$ cat config.mk
export PLATFORM = sky130hd
export DESIGN_NAME = main_mem_arb
export DESIGN_NICKNAME = d
export VERILOG_FILES = /design/src/rtl/main_mem_arb.sv
export SDC_FILE = /design/constraint.sdc
export NUM_CORES = 1
export LEC_CHECK = 0
export ABC_AREA = 1
export CAP_MARGIN = 15
export CORE_AREA = 2 2 105 107
export CTS_CLUSTER_DIAMETER = 120
export DETAILED_ROUTE_END_ITERATION = 10
export DIE_AREA = 0 0 107 109
export HOLD_SLACK_MARGIN = 0.1
export PLACE_DENSITY = 0.74
export SLEW_MARGIN = 20
export SYNTH_ARGS = -nofsm -noshare
export SYNTH_HDL_FRONTEND = slang
export SYNTH_SLANG_ARGS = --single-unit
$ cat constraint.sdc
create_clock -name clk -period 1.8 [get_ports clk]
set_input_delay 0.36 -clock clk [delete_from_list [all_inputs] [get_ports clk]]
set_output_delay 0.36 -clock clk [all_outputs]
set_load 0.05 [all_outputs]
$ cat src/rtl/main_mem_arb.sv
// main_mem_arb
// Arbitrates one memory port between an instruction-fetch requester and a
// data memory-access requester. Grants are combinational in the request
// cycle. A starvation counter flips priority to fetch after STARVE_MAX
// consecutive denied fetch cycles. Reads and illegal requests return one
// cycle later through a single-stage return register. Legal stores return
// nothing.
//
// Ports
//   clk, rst_n                    clock, synchronous active-low reset
//   if_req/if_addr/if_gnt         fetch request, byte address, grant
//   if_rsp_vld/_dat/_err          fetch response
//   ma_req/_wen/_addr/_wdat/_be   memory-access request (load/store)
//   ma_gnt                        memory-access grant
//   ma_rsp_vld/_dat/_err          load response, or error for any rejected access
//   mem_cs/_wen/_addr/_dat_in     memory control and write data
//   mem_dat_out                   memory read data, one cycle after a read
//   fetch_pri                     1 while the arbiter favours fetch
module main_mem_arb #(
  parameter int MAIN_MEM_BYTE_ADD_W = 8,
  parameter int STARVE_MAX          = 4
) (
  input  logic        clk,
  input  logic        rst_n,
  input  logic        if_req,
  input  logic [31:0] if_addr,
  output logic        if_gnt,
  output logic        if_rsp_vld,
  output logic [31:0] if_rsp_dat,
  output logic        if_rsp_err,
  input  logic        ma_req,
  input  logic        ma_wen,
  input  logic [31:0] ma_addr,
  input  logic [31:0] ma_wdat,
  input  logic [3:0]  ma_be,
  output logic        ma_gnt,
  output logic        ma_rsp_vld,
  output logic [31:0] ma_rsp_dat,
  output logic        ma_rsp_err,
  output logic        mem_cs,
  output logic        mem_wen,
  output logic [31:0] mem_addr,
  output logic [31:0] mem_dat_in,
  input  logic [31:0] mem_dat_out,
  output logic        fetch_pri
);

  localparam int CNT_W = $clog2(STARVE_MAX + 1);

  typedef enum logic {
    DATA_PRI  = 1'b0,
    FETCH_PRI = 1'b1
  } state_t;

  state_t           r_state;
  state_t           w_state_next;
  logic [CNT_W-1:0] r_starve_cnt;
  logic [CNT_W-1:0] w_starve_cnt_next;

  // Return register: who owns the pending response, whether it is an error,
  // and which bytes of the read word are kept.
  logic             r_rsp_vld;
  logic             r_rsp_fetch;
  logic             r_rsp_err;
  logic [3:0]       r_rsp_be;

  logic             w_if_legal;
  logic             w_ma_legal;
  logic [31:0]      w_ma_mask;
  logic [31:0]      w_rsp_mask;
  logic             w_rsp_live;
  logic [31:0]      w_rsp_dat;

  // Word aligned and inside the implemented address space.
  assign w_if_legal = (if_addr[1:0] == 2'b00) &&
                      (if_addr[31:MAIN_MEM_BYTE_ADD_W] == '0);
  assign w_ma_legal = (ma_addr[1:0] == 2'b00) &&
                      (ma_addr[31:MAIN_MEM_BYTE_ADD_W] == '0);

  // Expand byte enables into 8-bit lane masks.
  genvar gi;
  generate
    for (gi = 0; gi < 4; gi++) begin : g_lane
      assign w_ma_mask[8*gi +: 8]  = {8{ma_be[gi]}};
      assign w_rsp_mask[8*gi +: 8] = {8{r_rsp_be[gi]}};
    end
  endgenerate

  // Grants: a conflict goes to whichever side the FSM favours; a lone
  // requester always wins. Nothing is granted while reset is held.
  always_comb begin
    if_gnt = 1'b0;
    ma_gnt = 1'b0;
    if (rst_n) begin
      if (if_req && ma_req) begin
        if (r_state == FETCH_PRI) if_gnt = 1'b1;
        else                      ma_gnt = 1'b1;
      end else begin
        if_gnt = if_req;
        ma_gnt = ma_req;
      end
    end
  end

  // Memory port: only legal granted requests reach the memory.
  always_comb begin
    mem_cs     = 1'b0;
    mem_wen    = 1'b0;
    mem_addr   = '0;
    mem_dat_in = '0;
    if (if_gnt && w_if_legal) begin
      mem_cs   = 1'b1;
      mem_addr = if_addr;
    end else if (ma_gnt && w_ma_legal) begin
      mem_cs   = 1'b1;
      mem_wen  = ma_wen;
      mem_addr = ma_addr;
      if (ma_wen) mem_dat_in = ma_wdat & w_ma_mask;
    end
  end

  // Starvation counter: counts denied fetch cycles, saturating.
  always_comb begin
    w_starve_cnt_next = r_starve_cnt;
    if (if_gnt) begin
      w_starve_cnt_next = '0;
    end else if (if_req && (r_starve_cnt != CNT_W'(STARVE_MAX))) begin
      w_starve_cnt_next = r_starve_cnt + 1'b1;
    end
  end

  // Priority flips as the counter reaches its limit, so the very next cycle
  // after the STARVE_MAX-th denial already favours fetch.
  always_comb begin
    w_state_next = r_state;
    case (r_state)
      DATA_PRI:  if (w_starve_cnt_next == CNT_W'(STARVE_MAX)) w_state_next = FETCH_PRI;
      FETCH_PRI: if (if_gnt) w_state_next = DATA_PRI;
      default:   w_state_next = DATA_PRI;
    endcase
  end

  always_ff @(posedge clk) begin
    if (!rst_n) begin
      r_state      <= DATA_PRI;
      r_starve_cnt <= '0;
      r_rsp_vld    <= 1'b0;
      r_rsp_fetch  <= 1'b0;
      r_rsp_err    <= 1'b0;
      r_rsp_be     <= '0;
    end else begin
      r_state      <= w_state_next;
      r_starve_cnt <= w_starve_cnt_next;
      // Every fetch answers; a memory access answers unless it is a legal store.
      r_rsp_vld    <= if_gnt || (ma_gnt && (!ma_wen || !w_ma_legal));
      r_rsp_fetch  <= if_gnt;
      r_rsp_err    <= if_gnt ? !w_if_legal : !w_ma_legal;
      r_rsp_be     <= if_gnt ? 4'hF : ma_be;
    end
  end

  // A pending response is suppressed while reset is held so an in-flight
  // read never surfaces during reset.
  assign w_rsp_live = r_rsp_vld && rst_n;
  assign w_rsp_dat  = r_rsp_err ? 32'h0 : (mem_dat_out & w_rsp_mask);

  assign if_rsp_vld = w_rsp_live && r_rsp_fetch;
  assign if_rsp_err = if_rsp_vld && r_rsp_err;
  assign if_rsp_dat = if_rsp_vld ? w_rsp_dat : 32'h0;

  assign ma_rsp_vld = w_rsp_live && !r_rsp_fetch;
  assign ma_rsp_err = ma_rsp_vld && r_rsp_err;
  assign ma_rsp_dat = ma_rsp_vld ? w_rsp_dat : 32'h0;

  assign fetch_pri  = (r_state == FETCH_PRI);

endmodule

==> summary.md, run 1 <==
| Metric | Value |
|---|---|
| TritonCTS Sinks | 11 |
| Clk buf depth | 2 |
| Initial antenna violation count | 0 |
| TritonCTS clock tree | built |
| HP Class | primary input to register |
| Pin count of the biggest net entering global routing | 17 |
| GRT Overall Usage | 18.4% |
| CP Capture Type | output pin |
| Hold Path Sink | fetch_pri |
| Final Non-Filler Cells | 778 |
| Final std cell area, no fill | ~7000 um2 |
| Initial Util | 18.2% |
| Worst r2r src | r_starve_cnt[0] |
| Worst-path fanout max | 8 |
| Crit Path Category | primary input to output pin |
| DR iter-0 viols | 93 |
| Area grow syn2layout | 271% |
| Grt ovf | 0 |
| Clock Skew | between 2 and 3 ps |
| Final WL | approximately 11,000 um |
| Die width | ~110 um |
| Final max-slew violation count | 0 |
| Drt first pass iters | 4 |
| Num CTS Buffers | 3 |
| Worst-Skew Late Latency | around 240 ps |
| Core ar. | between 10,000 and 15,000 um2 |
| P per Cell Area | a little over 200 nW/um2 |
| # hold bufs at CTS | 0 |
| Tcrit/Tclk final | 115% |
| Final setup fails | slightly below 90 |
| Syn avg cell area | about 5.6 um2 |
| Via-to-Cell Ratio | 4.10 |
| CP arrival | between 1500 and 2000 ps |
| # diodes | 0 |
| Max_cap viols | 0 |
| Fin nets | approximately 780 |
| Setup slack, reg-to-reg | 430 ps |
| Area contributors post-synth | nor3_1, inv_1, dfxtp_1 |
| DRT antenna net count | 0 |
| Worst setup SP type | primary input |
| Synth area leader | nor3_1 |
| Status | complete, but fails checks |
| Min Tclk post-route | 2060 ps |
| Commonest non-fill, non-tap cell in the layout | buf_12 |
| Setup ws final | -264 ps |
| Synth cell types | 25 |
| Hold depth | 3 |
| P_leak | around 3.3 nW |
| First-pass GRT wire length | about 17,000 um |
| Worst R2R End | fetch_pri |
| Share of cells above drive strength 1 | a little over half |
| Hold_sp | rst_n |
| Avg WL per Cell | roughly 15 um |
| Violated checks | negative setup slack |
| Yosys warns | 0 |
| Vias in the first global route | between 3,000 and 4,000 |
| CP required | 1440 ps |
| Total number of vias | approximately 3,200 |
| Dpl cells | between 700 and 800 |
| Fmax | 485 MHz |
| Post-DP HPWL | a little under 10,000 um |
| Most frequent cells in the layout | buf_12, clkdlybuf4s50_1, inv_1 |
| Sequential fraction of the synthesis area | a little under an eighth |
| RSZ-0062 raised after global routing | yes |
| R2R cell count | 11 |
| Tot Pwr | between 0.001 and 0.0015 W |
| Die Y | ~110 um |
| Clk slew on worst S/H paths | about 50 ps |
| Mapped Area | 1930 um2 |
| IO Pins | 274 |
| # rows | 38 |
| Fin. Hold Viols | 0 |
| PortBufs | about 250 |
| H-tree levels | 1 |
| CTS root buffer | clkbuf_8 |
| Top cell type's share of synthesized area | between 10% and 20% |
| Worst VDD drop | about 0.23 mV |
| Placed cell area | 6750 um2 |
| FF+latch count, synth | 11 |
| # DRC | 0 |
| Cell count after synthesis | between 300 and 400 |
| DIE AREA | around 12,000 um2 |
| Gpl congestion | 0.785 |
-- area by class of cell --
type	instances	area [um2]
inverter	80	312
tap	140	175
sequential	11	229
clock buffer	4	45.0
timing repair buffer	301	4120
fill	768	3430
multi-input combinational	242	2290
-- power by group --
| part | switching (W) | internal, W |
|---|---|---|
| registers | 0.00000830 | 0.000259 |
| clock network | 0.0000921 | 0.000155 |
| logic | 0.000535 | 0.000425 |
| total | 0.000636 | 0.000839 |
-- state kept, by name, summed over array words and instances, names as in the netlist --
name,cells
r_rsp_be,4
r_starve_cnt,3
fetch_pri,1
r_rsp_err,1
r_rsp_fetch,1
r_rsp_vld,1
-- what timing repair did --
| action | 4_1_cts | 5_1_grt |
|---|---|---|
| buffers inserted | 18 | 10 |
| endpoints found under the setup margin | 110 | 97 |
| pin swaps | 68 | 45 |
| resized for setup | 172 | 42 |
| cloned | 2 | 2 |
-- routing by layer --
| layer | vias up | share of wire [%] | track usage [%] |
|---|---|---|---|
| li1 | 1577 | - | - |
| met1 | 1435 | 29 | 17.1 |
| met2 | 169 | 61 | 38.9 |
| met3 | 8 | 8.9 | 4.78 |
| met4 | 0 | 1.2 | 4.64 |
| met5 | - | 0 | 0 |
-- worst max-delay path by stage --
stage                      startpoint              to  depth (start not counted)
final                          ma_wen  mem_dat_in[18]                          6
after detailed placement  ma_addr[24]   mem_dat_in[3]                          9
after CTS                   fetch_pri  mem_dat_in[18]                         10
after floorplan                 rst_n  ma_rsp_dat[22]                          6
after global placement    ma_addr[20]   mem_dat_in[7]                          9
after global routing        fetch_pri  mem_dat_in[18]                         10
-- synth_stat cells --
cell	count
nor2_4	2
nor2_1	42
nor3_2	1
dfxtp_1	11
ha_1	2
inv_2	4
and3_2	1
or2_1	1
o21ai_0	2
conb_1	1
nand3_1	4
nand3_2	2
o211ai_1	1
nor2_2	28
inv_1	76
nand4_1	1
nand2_2	2
nand3_4	5
buf_2	1
nor3_1	66
nand2_4	1
buf_4	27
nand2_1	52
clkbuf_1	10
nor2_8	3
-- through the flow --
| step | setup TNS [ps] | util, % | hold slack, ps | setup WS, ps |
|---|---|---|---|---|
| after floorplan | -17100 | - | 467 | -370 |
| after global placement | -50260 | 63.6 | 514 | -624 |
| after detailed placement | -50540 | 63.6 | 540 | -617 |
| after CTS | -11110 | 65.7 | 379 | -314 |
| after global routing | -17360 | 67.6 | 392 | -347 |
| final | -9880 | 67.6 | 377 | -264 |
-- worst max-delay path, cell delays in order --
cell	delay, ps
clkdlybuf4s50_1	450
inv_1	90
nor2_8	200
nand3_4	240
nor2_4	200
buf_12	150
-- cell families after synthesis --
kind of cell / Yosys count / share of synthesized area, %
and+or+nand+nor: 211 / 58.0
buffers and inverters: 118 / 28.2
DFF: 11 / 11.4
AOI/OAI and AO/OA: 3 / 0.906
adders and majority gates: 2 / 1.29
other: 1 / 0.194
Note: power is estimated with default switching activity, not from simulation.
==> inputs of run 2 (changes only) <==
==> constraint.sdc (replaced) <==
create_clock -name clk -period 1.8 [get_ports clk]
set_input_delay 0.36 -clock clk [delete_from_list [all_inputs] [get_ports clk]]
set_output_delay 0.36 -clock clk [all_outputs]
set_load 0.1 [all_outputs]
==> summary.md, run 2 (synthesis results as in run 1) <==
| Metric | Value |
|---|---|
| Post-DP HPWL | 10,200 um (+6.2%) |
| # DRC | 0 (unchanged) |
| Clk buf depth | 2 (unchanged) |
| Via-to-Cell Ratio | 4.19 (+2.1%) |
| P per Cell Area | 223 nW/um2 (+8.6%) |
| Final std cell area, no fill | 7430 um2 (+3.6%) |
| Final max-slew violation count | 0 (unchanged) |
| First-pass GRT wire length | 18,700 um (+11%) |
| H-tree levels | 1 (unchanged) |
| RSZ-0062 raised after global routing | yes |
| Crit Path Category | register to output pin |
| Total number of vias | 3,295 (+3.3%) |
| Worst VDD drop | 0.275 mV (+20%) |
| IO Pins | 274 (unchanged) |
| Hold depth | 3 (unchanged) |
| Worst r2r src | r_starve_cnt[0] |
| Initial Util | 18.2% (unchanged) |
| Worst R2R End | fetch_pri |
| Hold Path Sink | fetch_pri |
| # fillers | 731 (-4.8%) |
| Worst-path fanout max | 7 (-1) |
| DR iter-0 viols | 135 (+45%) |
| TritonCTS Sinks | 11 (unchanged) |
| Area grow syn2layout | 284% |
| Biggest regs | r_rsp_be (4), r_starve_cnt (3) |
| Share of cells above drive strength 1 | 57.8% (+3.3 points) |
| Hold_sp | rst_n |
| Placed cell area | 7020 um2 (+4.0%) |
| Tcrit/Tclk final | 115% (+0.17 points) |
| R2R cell count | 11 (unchanged) |
| CP arrival | 1710 ps (about the same) |
| Core ar. | 10,600 um2 (unchanged) |
| Fin nets | 787 (+1.2%) |
| # rows | 38 (unchanged) |
| Most frequent cells in the layout | buf_12, clkdlybuf4s50_1, inv_1 |
| DIE AREA | 11,700 um2 (unchanged) |
| Avg WL per Cell | 15.5 um (+5.4%) |
| CP required | 1440 ps (about the same) |
| Commonest non-fill, non-tap cell in the layout | buf_12 |
| Area of the multi-input gates | 2480 um2 (+8.4%) |
| Register bank with the most flops | r_rsp_be |
| Die width | 107 um (unchanged) |
| Setup slack, reg-to-reg | 350 ps (-80 ps) |
| CP Capture Type | output pin |
| Max_cap viols | 0 (unchanged) |
| HP Class | primary input to register |
| Clk slew on worst S/H paths | 50 ps (about the same) |
| Min Tclk post-route | 2070 ps (+2.99 ps) |
| # diodes | 0 (unchanged) |
| GRT Overall Usage | 20.5% (+2.1 points) |
| Final setup fails | 84 (-5.6%) |
| Initial antenna violation count | 0 (unchanged) |
| Violated checks | negative setup slack |
| Final WL | 12,200 um (+6.6%) |
| Fmax | 484 MHz (-0.14%) |
| Worst-Skew Late Latency | 230 ps (about the same) |
| Status | complete, but fails checks |
| Vias in the first global route | 3,567 (+4.9%) |
| Grt ovf | 0 (unchanged) |
| Setup ws final | -267 ps (-2.99 ps) |
| Gpl congestion | 0.788 (+0.45%) |
| CTS root buffer | clkbuf_8 |
| Worst setup SP type | register |
| Max reg flops | 4 (unchanged) |
| TritonCTS clock tree | built |
| P_leak | 3.38 nW (+2.8%) |
| Fin. Hold Viols | 0 (unchanged) |
| Hold Slack | 394 ps (+17.0 ps) |
| Drt first pass iters | 4 (unchanged) |
| Num CTS Buffers | 3 (unchanged) |
| Pin count of the biggest net entering global routing | 17 (unchanged) |
| PortBufs | 247 (unchanged) |
| Die Y | 109 um (unchanged) |
| Sequential cell area | 231 um2 (+1.1%) |
| Clock Skew | 1.60 ps (-1.03 ps) |
| DRT antenna net count | 0 (unchanged) |
## run 2: cell count changes in the layout (fill, tap and decap cells not counted), sizes merged
cell and change:
clkinvlp +2, nand2 +2, clkinv +2, buf +7, inv -4, clkdlybuf4s15 -7
dlygate4sd2 +7
## run 2: power breakdown
group          switching (W)  internal [W]  total, W
clock              0.0000828      0.000155  0.000237
sequential         0.0000210      0.000260  0.000281
combinational       0.000725      0.000416   0.00114
total               0.000828      0.000831   0.00166
## run 2: cell type report
class	instances	area share (%)
Timing Repair Buffer	308	56.0
Multi-Input combinational cell	244	33.4
Inverter	80	4.50
Sequential cell	11	3.12
Tap cell	140	2.36
Clock buffer	4	0.606
## run 2: metal layers
| layer | vias up | wire length, um | GRT usage, % |
|---|---|---|---|
| met5 | - | 0 | 0 |
| met4 | 0 | 174 | 4.73 |
| met1 | 1513 | 3750 | 19.8 |
| met3 | 10 | 800 | 3.17 |
| met2 | 175 | 7500 | 44.4 |
| li1 | 1597 | - | - |
## run 2: timing repair
item | in CTS | in global routing
pin swaps | 76 | 51
hold buffers | 0 | 0
cloned | 6 | 0
hold endpoints to repair | 0 | 0
resized for setup | 168 | 52
endpoints found under the setup margin | 110 | 106
buffers inserted | 15 | 17
## run 2: stage by stage
step                      std cells  power [W]  setup TNS [ps]  util (%)  setup slack, ps
after global placement          755    0.00137          -50460      66.2             -602
final                           787    0.00166          -13260      70.0             -267
after global routing            787    0.00173          -19580      70.0             -333
after detailed placement        755    0.00139          -53160      66.2             -646
after CTS                       779    0.00167          -15170      69.3             -351
after floorplan                 371    0.00100          -51470         -            -1120
## run 2: critical path, stage by stage, from the launching register on
cell and delay [ps]:
dfxtp_4 350, nor3_4 250, clkinv_4 170, buf_4 170
buf_6 140, nor3_4 180, buf_12 210
## run 2: worst max path at each step
stage                startpoint              to  slack [ps]  depth (start not counted)
detailed placement  ma_addr[18]   mem_dat_in[3]        -650                          9
floorplan                 rst_n  ma_rsp_dat[22]       -1120                          6
CTS                   fetch_pri  mem_dat_in[11]        -350                         10
global placement    ma_addr[20]   mem_dat_in[4]        -600                          9
finish              r_rsp_fetch  ma_rsp_dat[21]        -270                          6
global route        r_rsp_fetch  ma_rsp_dat[15]        -330                          6
